--- src/rtl/pipeline_ctrl_pkg.sv ---
// Shared encodings for the pipeline sequencer: stage-control bus values and
// sequencer FSM states.
package pipeline_ctrl_pkg;

    typedef logic [1:0] ctrl_wire_bus_t;

    localparam ctrl_wire_bus_t CTRL_STATE_Default = 2'd0;
    localparam ctrl_wire_bus_t CTRL_STATE_Bubble  = 2'd1;
    localparam ctrl_wire_bus_t CTRL_STATE_Block   = 2'd2;

    localparam logic [1:0] PCTRL_RUN      = 2'd0;
    localparam logic [1:0] PCTRL_MEM_WAIT = 2'd1;
    localparam logic [1:0] PCTRL_FLUSH    = 2'd2;

    localparam int FLUSH_CNT_W = 3;

endpackage

--- src/rtl/pipeline_ctrl_if.sv ---
// Bundle of hazard inputs and stage-control outputs between the core datapath
// (master) and the pipeline sequencer (slave).
interface pipeline_ctrl_if #(
    parameter int CNT_W = 32
);
    import pipeline_ctrl_pkg::*;

    logic [4:0]     id_rs1_addr_i;
    logic [4:0]     id_rs2_addr_i;
    logic           id_rs1_ren_i;
    logic           id_rs2_ren_i;
    logic [4:0]     ex_rd_addr_i;
    logic           ex_wreg_i;
    logic           ex_load_i;
    logic           ex_branch_taken_i;
    logic           mem_req_i;
    logic           mem_ready_i;
    logic           pc_wen_o;
    logic           redirect_o;
    ctrl_wire_bus_t ctrl_if_id_o;
    ctrl_wire_bus_t ctrl_id_ex_o;
    ctrl_wire_bus_t ctrl_ex_mem_o;
    ctrl_wire_bus_t ctrl_mem_wb_o;
    logic [CNT_W-1:0] stall_cycles_o;

    modport master (
        output id_rs1_addr_i, id_rs2_addr_i, id_rs1_ren_i, id_rs2_ren_i,
               ex_rd_addr_i, ex_wreg_i, ex_load_i, ex_branch_taken_i,
               mem_req_i, mem_ready_i,
        input  pc_wen_o, redirect_o, ctrl_if_id_o, ctrl_id_ex_o,
               ctrl_ex_mem_o, ctrl_mem_wb_o, stall_cycles_o
    );

    modport slave (
        input  id_rs1_addr_i, id_rs2_addr_i, id_rs1_ren_i, id_rs2_ren_i,
               ex_rd_addr_i, ex_wreg_i, ex_load_i, ex_branch_taken_i,
               mem_req_i, mem_ready_i,
        output pc_wen_o, redirect_o, ctrl_if_id_o, ctrl_id_ex_o,
               ctrl_ex_mem_o, ctrl_mem_wb_o, stall_cycles_o
    );

endinterface

--- src/rtl/pipeline_ctrl_hazard_detect.sv ---
// Load-use comparator: an EX load whose rd feeds a source read by the ID
// instruction. Kept standalone so the forwarding unit can reuse it.
module hazard_detect (
    input  logic [4:0] id_rs1_addr_i,
    input  logic [4:0] id_rs2_addr_i,
    input  logic       id_rs1_ren_i,
    input  logic       id_rs2_ren_i,
    input  logic [4:0] ex_rd_addr_i,
    input  logic       ex_wreg_i,
    input  logic       ex_load_i,
    output logic       load_use_o
);

    logic rs1_hit;
    logic rs2_hit;

    assign rs1_hit    = id_rs1_ren_i && (id_rs1_addr_i == ex_rd_addr_i);
    assign rs2_hit    = id_rs2_ren_i && (id_rs2_addr_i == ex_rd_addr_i);
    // x0 is hardwired zero, so a load targeting it never creates a dependency.
    assign load_use_o = ex_load_i && ex_wreg_i && (ex_rd_addr_i != 5'd0)
                        && (rs1_hit || rs2_hit);

endmodule

--- src/rtl/pipeline_ctrl.sv ---
// Pipeline sequencer: Mealy stage control for load-use stalls, redirect
// flush tails and multi-cycle memory freezes, plus a saturating stall counter.
module pipeline_ctrl
    import pipeline_ctrl_pkg::*;
#(
    parameter int FLUSH_CYCLES = 1,
    parameter int CNT_W        = 32
) (
    input  logic             clk,
    input  logic             rst,
    pipeline_ctrl_if.slave   bus
);

    logic [1:0]             state_q, state_d;
    logic [FLUSH_CNT_W-1:0] flush_cnt_q, flush_cnt_d;
    logic [CNT_W-1:0]       stall_cnt_q, stall_cnt_d;
    logic                   load_use;
    logic                   mem_stall;
    logic                   pc_wen;

    hazard_detect u_hazard_detect (
        .id_rs1_addr_i (bus.id_rs1_addr_i),
        .id_rs2_addr_i (bus.id_rs2_addr_i),
        .id_rs1_ren_i  (bus.id_rs1_ren_i),
        .id_rs2_ren_i  (bus.id_rs2_ren_i),
        .ex_rd_addr_i  (bus.ex_rd_addr_i),
        .ex_wreg_i     (bus.ex_wreg_i),
        .ex_load_i     (bus.ex_load_i),
        .load_use_o    (load_use)
    );

    // A ready in the same cycle as the request completes it without a stall.
    assign mem_stall = !bus.mem_ready_i &&
                       ((state_q == PCTRL_MEM_WAIT) || bus.mem_req_i);

    always_comb begin
        state_d           = state_q;
        flush_cnt_d       = flush_cnt_q;
        pc_wen            = 1'b1;
        bus.redirect_o    = 1'b0;
        bus.ctrl_if_id_o  = CTRL_STATE_Default;
        bus.ctrl_id_ex_o  = CTRL_STATE_Default;
        bus.ctrl_ex_mem_o = CTRL_STATE_Default;
        bus.ctrl_mem_wb_o = CTRL_STATE_Default;

        if (mem_stall) begin
            pc_wen            = 1'b0;
            bus.ctrl_if_id_o  = CTRL_STATE_Block;
            bus.ctrl_id_ex_o  = CTRL_STATE_Block;
            bus.ctrl_ex_mem_o = CTRL_STATE_Block;
            bus.ctrl_mem_wb_o = CTRL_STATE_Bubble;
            state_d           = PCTRL_MEM_WAIT;
        end else begin
            // Completion cycle behaves like RUN but resumes any pending tail.
            if (state_q == PCTRL_MEM_WAIT)
                state_d = (flush_cnt_q != '0) ? PCTRL_FLUSH : PCTRL_RUN;

            if (bus.ex_branch_taken_i) begin
                bus.redirect_o   = 1'b1;
                bus.ctrl_if_id_o = CTRL_STATE_Bubble;
                bus.ctrl_id_ex_o = CTRL_STATE_Bubble;
                flush_cnt_d      = FLUSH_CNT_W'(FLUSH_CYCLES);
                state_d          = (FLUSH_CYCLES > 0) ? PCTRL_FLUSH : PCTRL_RUN;
            end else if (state_q == PCTRL_FLUSH) begin
                bus.ctrl_if_id_o = CTRL_STATE_Bubble;
                flush_cnt_d      = (flush_cnt_q != '0) ? flush_cnt_q - 1'b1 : '0;
                if (flush_cnt_q <= FLUSH_CNT_W'(1))
                    state_d = PCTRL_RUN;
            end else if (load_use) begin
                pc_wen           = 1'b0;
                bus.ctrl_if_id_o = CTRL_STATE_Block;
                bus.ctrl_id_ex_o = CTRL_STATE_Bubble;
            end
        end

        // Reset forces a safe all-bubble pipe regardless of the flop contents.
        if (!rst) begin
            pc_wen            = 1'b0;
            bus.redirect_o    = 1'b0;
            bus.ctrl_if_id_o  = CTRL_STATE_Bubble;
            bus.ctrl_id_ex_o  = CTRL_STATE_Bubble;
            bus.ctrl_ex_mem_o = CTRL_STATE_Bubble;
            bus.ctrl_mem_wb_o = CTRL_STATE_Bubble;
        end
    end

    always_comb begin
        stall_cnt_d = stall_cnt_q;
        if (!pc_wen && (stall_cnt_q != '1))
            stall_cnt_d = stall_cnt_q + 1'b1;
    end

    always_ff @(posedge clk or negedge rst) begin
        if (!rst) begin
            state_q     <= PCTRL_RUN;
            flush_cnt_q <= '0;
            stall_cnt_q <= '0;
        end else begin
            state_q     <= state_d;
            flush_cnt_q <= flush_cnt_d;
            stall_cnt_q <= stall_cnt_d;
        end
    end

    assign bus.pc_wen_o       = pc_wen;
    assign bus.stall_cycles_o = stall_cnt_q;

endmodule

--- src/flat_wrapper.sv ---
// flat-port wrapper written by rule: the top's interface ports become plain ports
module pipeline_ctrl_flat import pipeline_ctrl_pkg::*;
#(
    parameter int FLUSH_CYCLES = 1,
    parameter int CNT_W        = 32
)
  (clk, rst, bus_id_rs1_addr_i, bus_id_rs2_addr_i, bus_id_rs1_ren_i, bus_id_rs2_ren_i, bus_ex_rd_addr_i, bus_ex_wreg_i, bus_ex_load_i, bus_ex_branch_taken_i, bus_mem_req_i, bus_mem_ready_i, bus_pc_wen_o, bus_redirect_o, bus_ctrl_if_id_o, bus_ctrl_id_ex_o, bus_ctrl_ex_mem_o, bus_ctrl_mem_wb_o, bus_stall_cycles_o);
  pipeline_ctrl_if #(.CNT_W(CNT_W)) bus_i ();
  input  logic clk;
  input  logic rst;
  input wire logic [$bits(bus_i.id_rs1_addr_i)-1:0] bus_id_rs1_addr_i;
  input wire logic [$bits(bus_i.id_rs2_addr_i)-1:0] bus_id_rs2_addr_i;
  input wire logic [$bits(bus_i.id_rs1_ren_i)-1:0] bus_id_rs1_ren_i;
  input wire logic [$bits(bus_i.id_rs2_ren_i)-1:0] bus_id_rs2_ren_i;
  input wire logic [$bits(bus_i.ex_rd_addr_i)-1:0] bus_ex_rd_addr_i;
  input wire logic [$bits(bus_i.ex_wreg_i)-1:0] bus_ex_wreg_i;
  input wire logic [$bits(bus_i.ex_load_i)-1:0] bus_ex_load_i;
  input wire logic [$bits(bus_i.ex_branch_taken_i)-1:0] bus_ex_branch_taken_i;
  input wire logic [$bits(bus_i.mem_req_i)-1:0] bus_mem_req_i;
  input wire logic [$bits(bus_i.mem_ready_i)-1:0] bus_mem_ready_i;
  output wire logic [$bits(bus_i.pc_wen_o)-1:0] bus_pc_wen_o;
  output wire logic [$bits(bus_i.redirect_o)-1:0] bus_redirect_o;
  output wire logic [$bits(bus_i.ctrl_if_id_o)-1:0] bus_ctrl_if_id_o;
  output wire logic [$bits(bus_i.ctrl_id_ex_o)-1:0] bus_ctrl_id_ex_o;
  output wire logic [$bits(bus_i.ctrl_ex_mem_o)-1:0] bus_ctrl_ex_mem_o;
  output wire logic [$bits(bus_i.ctrl_mem_wb_o)-1:0] bus_ctrl_mem_wb_o;
  output wire logic [$bits(bus_i.stall_cycles_o)-1:0] bus_stall_cycles_o;
  assign bus_i.id_rs1_addr_i = bus_id_rs1_addr_i;
  assign bus_i.id_rs2_addr_i = bus_id_rs2_addr_i;
  assign bus_i.id_rs1_ren_i = bus_id_rs1_ren_i;
  assign bus_i.id_rs2_ren_i = bus_id_rs2_ren_i;
  assign bus_i.ex_rd_addr_i = bus_ex_rd_addr_i;
  assign bus_i.ex_wreg_i = bus_ex_wreg_i;
  assign bus_i.ex_load_i = bus_ex_load_i;
  assign bus_i.ex_branch_taken_i = bus_ex_branch_taken_i;
  assign bus_i.mem_req_i = bus_mem_req_i;
  assign bus_i.mem_ready_i = bus_mem_ready_i;
  assign bus_pc_wen_o = bus_i.pc_wen_o;
  assign bus_redirect_o = bus_i.redirect_o;
  assign bus_ctrl_if_id_o = bus_i.ctrl_if_id_o;
  assign bus_ctrl_id_ex_o = bus_i.ctrl_id_ex_o;
  assign bus_ctrl_ex_mem_o = bus_i.ctrl_ex_mem_o;
  assign bus_ctrl_mem_wb_o = bus_i.ctrl_mem_wb_o;
  assign bus_stall_cycles_o = bus_i.stall_cycles_o;
  pipeline_ctrl #(.FLUSH_CYCLES(FLUSH_CYCLES), .CNT_W(CNT_W)) u_core (.clk(clk), .rst(rst), .bus(bus_i));
endmodule
--- config.mk ---
export PLATFORM = sky130hd
export DESIGN_NAME = pipeline_ctrl_flat
export DESIGN_NICKNAME = d
export VERILOG_FILES = /design/src/rtl/pipeline_ctrl_pkg.sv /design/src/rtl/pipeline_ctrl_if.sv /design/src/rtl/pipeline_ctrl_hazard_detect.sv /design/src/rtl/pipeline_ctrl.sv /design/src/flat_wrapper.sv
export SDC_FILE = /design/constraint.sdc
export NUM_CORES = 1
export LEC_CHECK = 0
export CORE_MARGIN = 2
export CORE_UTILIZATION = 60
export DETAILED_ROUTE_END_ITERATION = 8
export DONT_BUFFER_PORTS = 1
export PLACE_DENSITY = 0.79
export SLEW_MARGIN = 20
export SYNTH_ARGS = -nofsm -noshare
export SYNTH_HDL_FRONTEND = slang
export SYNTH_SLANG_ARGS = --single-unit
--- constraint.sdc ---
create_clock -name clk -period 5.98 [get_ports clk]
set_input_delay 0.598 -clock clk [delete_from_list [all_inputs] [get_ports clk]]
set_output_delay 0.598 -clock clk [all_outputs]
set_load 0.01 [all_outputs]
==> results of run 1 <==
routing by layer:
metal	vias up	routed length (um)
li1	677	-
met1	695	1622
met2	75	1954
met3	6	344
met4	0	41
met5	-	0
logic make-up after synthesis:
family | Yosys count
and+or+nand+nor | 81
xor gates and xnor gates | 39
DFF | 37
AOI/OAI and AO/OA | 18
buffers and inverters | 14
adders and majority gates | 3
other | 1
muxes | 1
through the flow:
step / hold slack, ps / cells / cell area (sq um) / total power (W) / utilization [%]
after global routing: 64.38 / 241 / 2133 / 0.0006451 / 64.95
after global placement: 303.4 / 232 / 2024 / 0.0004215 / 61.64
after floorplan: 302.4 / 194 / 2028 / 0.0004087 / -
after CTS: 71.89 / 241 / 2133 / 0.0006159 / 64.95
final: 80.62 / 241 / 2133 / 0.0006104 / 64.95
after detailed placement: 303.3 / 232 / 2024 / 0.0004274 / 61.64
Yosys cell counts, types with 2 or more instances:
| master | number |
|---|---|
| and3_4 | 2 |
| o21ai_0 | 7 |
| xnor2_1 | 30 |
| inv_1 | 6 |
| nand2_1 | 13 |
| nand4_1 | 19 |
| a21oi_1 | 2 |
| o21a_1 | 2 |
| xor2_1 | 9 |
| nor2b_1 | 3 |
| ha_1 | 3 |
| and4_1 | 2 |
| and2_1 | 2 |
| nor3_1 | 4 |
| buf_4 | 2 |
| nor2_1 | 6 |
| nand3_1 | 10 |
| dfrtp_1 | 37 |
| clkbuf_1 | 2 |
| buf_6 | 3 |
| and3_1 | 13 |
final timing paths:
check,from,to,depth (start not counted)
worst min register to register,u_core.flush_cnt_q[1]$_DFFE_PN0P_,u_core.flush_cnt_q[1]$_DFFE_PN0P_,2
min in group clk,bus_ex_branch_taken_i,u_core.state_q[0]$_DFF_PN0_,1
worst min-delay path,rst,u_core.bus.stall_cycles_o[26]$_DFFE_PN0P_,1
worst max-delay path,u_core.bus.stall_cycles_o[6]$_DFFE_PN0P_,u_core.bus.stall_cycles_o[11]$_DFFE_PN0P_,7
worst max register to register,u_core.bus.stall_cycles_o[6]$_DFFE_PN0P_,u_core.bus.stall_cycles_o[11]$_DFFE_PN0P_,7
max in group asynchronous,rst,u_core.flush_cnt_q[0]$_DFFE_PN0P_,1
flip-flops by register name, summed over array words and instances (netlist names):
| signal | cells |
|---|---|
| u_core.flush_cnt_q | 3 |
| u_core.state_q | 2 |
| u_core.bus.stall_cycles_o | 32 |
power by group through the flow:
stage / clock [W] / combinational, W / sequential (W)
2_1_floorplan: 0 / 0.0000868 / 0.000322
3_3_place_gp: 0 / 0.0000909 / 0.000331
3_5_place_dp: 0 / 0.0000951 / 0.000332
4_1_cts: 0.000187 / 0.000102 / 0.000327
5_1_grt: 0.000199 / 0.000114 / 0.000332
6_report: 0.000184 / 0.000100 / 0.000326
area by class of cell:
cell class | instances | area (sq um)
fillers | 272 | 1151
clock inverters | 2 | 37.54
well taps | 46 | 57.56
multi-input cells | 143 | 1018
repair buffers | 1 | 20.02
clock buffers | 6 | 51.30
flip-flops and latches | 37 | 925.9
inverters | 6 | 22.52
worst max-delay path, delay by kind of cell (launching register included):
| family | cells | cell delay, ps |
|---|---|---|
| xor+xnor | 1 | 170 |
| flops | 1 | 470 |
| compound gates | 1 | 640 |
| simple gates | 5 | 1150 |
==> out/metrics.cfg, run 1 <==
[finish]
layout_common_cells=dfrtp_1 (37), xnor2_1 (30), nand4_1 (19)
fin_nets=221
diodes=0
mostFrequentLayoutCell=dfrtp_1
drive_above_1_share_pct=9.744
syn_to_final_growth_pct=5.182

[detailed_routing]
drc=0
dr.first_iter.drc_count=92
drtPass1Iterations=5
drt-total-wl_um=3962
dr_total_vias=1453
via_per_inst=6.029
antenna_left=0
wl_per_cell_um=16.44

[logic_synthesis]
synth_nets=221
synth_area_leaders=dfrtp_1 (46%), xnor2_1 (13%), nand4_1 (5.9%)
async_flop_share_pct=100.0
synth_fa_ha_area_share_pct=1.851
synth_top_family_by_area=simple AND/OR/NAND/NOR gates
synth_area_sq_um=2028
postSynthCellCount=194
yosysWarnings=0
synth_compound_area_share_pct=7.403
synth_xor_area_share_pct=16.84
ys_seq_area_share_pct=45.65
synth_area_per_cell_sq_um=10.45
synthMuxAreaShare_pct=0.7403
synth_enable_flop_cells=0
synth_flop_cell=dfrtp_1
synth-seq-cells=37
yosys.area_share.simple_pct=23.20
yosys.area.top_type_share_pct=45.65
synth_area_leader_cell=dfrtp_1
synth_cell_types=38

[sta]
finClkSkew_ps=5.516
hold_violations=0
rsz0062_at_grt=false
setup_viol=0
fin_tns_setup_ps=0
timing.final.ws_setup_ps=3439
min_period_over_period_pct=42.50
finalCriticalPeriod_ps=2541
tightest_slew_ps=854.9
slew_viol_final=0
clock.fmax_ghz=0.3935
maxSlewHeadroom_pct=42.80

[power]
swShare_pct=30.64
powerDensity_nw_per_um2=286.1
p_seq_share_pct=53.5
p_int_w=0.0004234
ir_worst_vdd_uv=270.6
leakagePower_nw=0.9319
p_sw_w=0.0001870
clock_power_share_pct=30.1
comb_power_share_pct=16.4

[global_routing]
use_met3_pct=8.514
grt_use_met2_pct=36.14
grt.overflow.total=0
grt_antenna_before_repair=0
grt_pass1_vias=1373
grt_max_degree=38
track_usage_pct=21.50
grt_pass1_wl_um=6589
met1_usage_pct=25.81
top_usage_layer=met2

[min_path]
hold_path.class=input port to async pin

[setup_path]
critPathKind=register to register
critPathLaunchType=register
end_kind=register
required_ps=6210
max_stage_delay_ps=640
crit_fanout=30
worst_path_max_delay_cell=a21boi_4
crit_chain=and3_1 -> and3_4 -> and3_4 -> and3_1 -> a21boi_4 -> nand4_1 -> xnor2_1
worstPathArrival_ps=2770
rrSetupSlack_ps=3440

[die]
core_area_sq_um=3284
rows=21
start_util_pct=61.75
die_y_um=62.14
die-area_sq_um=3861
ios=66
fp.dieW_um=62.14

[clock_network]
cts_sinks=37
htree_num_levels=2
clkTransAtPathRegs_ps=110
clockBufferDepth=2
cts_tree=done
hold_buffers=1
clock-root-buffer=clkbuf_4
cts_resized=0
post_cts_buffers=0
clk_latency_ps=340
cts_buffers=5

[run]
maxCapViolCount=0

[place]
hpwl_um=2810
place_ws_ps=3362
gp_congestion=0.7551
port_buffers=0

[status]
status=finished, final reports clean

No activity file was read; power rests on OpenSTA's default activity.
==> inputs of run 2 (changes only) <==
--- a/config.mk
+++ b/config.mk
@@ -6,10 +6,10 @@
 export NUM_CORES = 1
 export LEC_CHECK = 0
 export CORE_MARGIN = 2
-export CORE_UTILIZATION = 60
+export CORE_UTILIZATION = 56
 export DETAILED_ROUTE_END_ITERATION = 8
 export DONT_BUFFER_PORTS = 1
-export PLACE_DENSITY = 0.79
+export PLACE_DENSITY = 0.77
 export SLEW_MARGIN = 20
 export SYNTH_ARGS = -nofsm -noshare
 export SYNTH_HDL_FRONTEND = slang
==> constraint.sdc (replaced) <==
create_clock -name clk -period 2.1 [get_ports clk]
set_input_delay 0.21 -clock clk [delete_from_list [all_inputs] [get_ports clk]]
set_output_delay 0.21 -clock clk [all_outputs]
set_load 0.01 [all_outputs]
==> run 2 against run 1 <==
  * Clock-buffer cell count unchanged
  * Critical path depth up 2
  * Setup slack worse by 3400 ps
  * Sequential share of layout area down 5.2 points
  * Combinational power rose to 4.6 times the previous value
  * Design area up 14%
  * Worst hold slack worse by 34 ps
  * Utilization up 6.1 points
==> out/metrics.cfg, run 2 (same netlist as run 1, synthesis figures left out) <==
[place]
dpl_cell_area_sq_um=2217  ; +9.5%
gp_congestion=0.7768  ; +2.9%
hpwl_um=3170  ; +13%
port_buffers=0  ; unchanged
place_ws_ps=63.66  ; -3299 ps

[setup_path]
required_ps=2360  ; -3850 ps
end_kind=register
r2r_start=u_core.bus.stall_cycles_o[5]$_DFFE_PN0P_
reg2reg_to=u_core.bus.stall_cycles_o[23]$_DFFE_PN0P_
critPathKind=register to register
critPathLaunchType=register
r2r_cells=9  ; +2
worstPathArrival_ps=2300  ; -470 ps
rrSetupSlack_ps=60  ; -3380 ps
crit_fanout=11  ; -63%

[min_path]
hold_path.class=input port to register
min_path_cells=2
hold_end=u_core.flush_cnt_q[2]$_DFFE_PN0P_
hold_start=bus_ex_branch_taken_i

[run]
maxCapViolCount=0  ; unchanged

[clock_network]
clk_latency_ps=360  ; +20 ps
cts_sinks=37  ; unchanged
htree_num_levels=2  ; unchanged
cts_tree=done
clockBufferDepth=2  ; unchanged
clkTransAtPathRegs_ps=120  ; about the same
clock-root-buffer=clkbuf_4
cts_buffers=5  ; unchanged

[sta]
fin_tns_setup_ps=0  ; unchanged
min_period_over_period_pct=97.38  ; +55 points
finalCriticalPeriod_ps=2045  ; -496.3 ps
setup_viol=0  ; unchanged
hold_violations=0  ; unchanged
slew_viol_final=0  ; unchanged
clock.fmax_ghz=0.4890  ; +24%
timing.final.ws_setup_ps=55.01  ; -3384 ps
finClkSkew_ps=13.37  ; +7.857 ps
hold_slack_ps=47.05  ; -33.56 ps

[die]
die_y_um=64.18  ; +3.3%
start_util_pct=59.38  ; -2.4 points
core_area_sq_um=3416  ; +4.0%
ios=66  ; unchanged
rows=21  ; unchanged
die-area_sq_um=4119  ; +6.7%
fp.dieW_um=64.18  ; +3.3%

[detailed_routing]
drt-total-wl_um=4552  ; +15%
via_per_inst=5.770  ; -4.3%
wl_per_cell_um=16.61  ; +1.1%
dr_total_vias=1581  ; +8.8%
drc=0  ; unchanged
drtPass1Iterations=4  ; -1
antenna_left=0  ; unchanged
dr.first_iter.drc_count=171  ; +86%

[global_routing]
grt_use_met2_pct=36.72  ; +0.58 points
grt_antenna_before_repair=0  ; unchanged
grt_pass1_vias=1517  ; +10%
grt_pass1_wl_um=7369  ; +12%
grt.overflow.total=0  ; unchanged
top_usage_layer=met2
track_usage_pct=23.17  ; +1.7 points
use_met3_pct=8.099  ; -0.42 points
grt_max_degree=38  ; unchanged
met1_usage_pct=30.00  ; +4.2 points

[power]
p_total_w=0.001768  ; +190%
ir_worst_vdd_uv=515.8  ; +91%
leakagePower_nw=1.119  ; +20%
powerDensity_nw_per_um2=728.7  ; +150%

[finish]
mostFrequentLayoutCell=dfrtp_1
layout_common_cells=dfrtp_1 (37), xnor2_1 (30), buf_4 (27)
regArea_sq_um=925.9  ; unchanged
drive_above_1_share_pct=22.81  ; +13 points
finalInstanceArea_sq_um=2426  ; +14%
largest_reg_flops=32  ; unchanged
diodes=0  ; unchanged
n_fill_cell=236  ; -13%
syn_to_final_growth_pct=19.62
multi_input_area_sq_um=1022  ; +0.37%
fin_nets=254  ; +15%

[status]
status=finished, final reports clean

-- run 2: cell count changes in the layout (fill, tap and decap cells not counted), moves of 2 or more --
cell,change
buf_4,+27
buf_12,+2
clkbuf_16,+2
dlygate4sd3_1,+2
-- run 2: per-stage QoR --
stage / std cells / utilization [%]
5_1_grt: 274 / 71.03
4_1_cts: 267 / 67.99
6_report: 274 / 71.03
3_3_place_gp: 256 / 64.91
2_1_floorplan: 194 / -
3_5_place_dp: 256 / 64.91
-- run 2: worst max path at each step --
stage                                                         from                                        end
final                     u_core.bus.stall_cycles_o[5]$_DFFE_PN0P_  u_core.bus.stall_cycles_o[23]$_DFFE_PN0P_
after global routing      u_core.bus.stall_cycles_o[6]$_DFFE_PN0P_  u_core.bus.stall_cycles_o[12]$_DFFE_PN0P_
after CTS                 u_core.bus.stall_cycles_o[8]$_DFFE_PN0P_  u_core.bus.stall_cycles_o[22]$_DFFE_PN0P_
after detailed placement  u_core.bus.stall_cycles_o[8]$_DFFE_PN0P_  u_core.bus.stall_cycles_o[12]$_DFFE_PN0P_
after global placement    u_core.bus.stall_cycles_o[6]$_DFFE_PN0P_   u_core.bus.stall_cycles_o[7]$_DFFE_PN0P_
after floorplan           u_core.bus.stall_cycles_o[6]$_DFFE_PN0P_   u_core.bus.stall_cycles_o[1]$_DFFE_PN0P_
-- run 2: worst max-delay path: stages (launching register included) --
cell       delay, ps
dfrtp_1          410
and3_1           190
and3_4           200
and3_4           170
and3_2           200
a21boi_4         200
buf_12           150
clkbuf_16        150
nand4_1          120
xnor2_1          140
-- run 2: cell type report --
cell class	count	area share (%)
multi-input cells	143	42.14
clock buffers	6	2.114
inverters	6	0.9283
clock inverters	2	0.5673
well taps	46	2.372
repair buffers	34	13.72
flip-flops and latches	37	38.16
-- run 2: layer usage --
layer / share of wire (%) / wire length, um / vias to the layer above
li1: - / - / 747
met1: 43 / 1963 / 782
met2: 49 / 2245 / 45
met3: 6.3 / 288 / 7
met4: 1.2 / 54 / 0
met5: 0 / 0 / -
-- run 2: where the power goes --
group,internal (W),switching (W),leakage [nW]
combinational,0.000225,0.000236,0.587
sequential,0.000787,0.000103,0.493
clock,0.000163,0.000253,0.0382
total,0.00118,0.000592,1.12
-- run 2: timing repair --
item	in CTS	in global routing
hold buffers	3	0
endpoints found under the hold margin	41	0
endpoints found under the setup margin	0	22
gates resized for setup	0	2
setup buffers	0	5
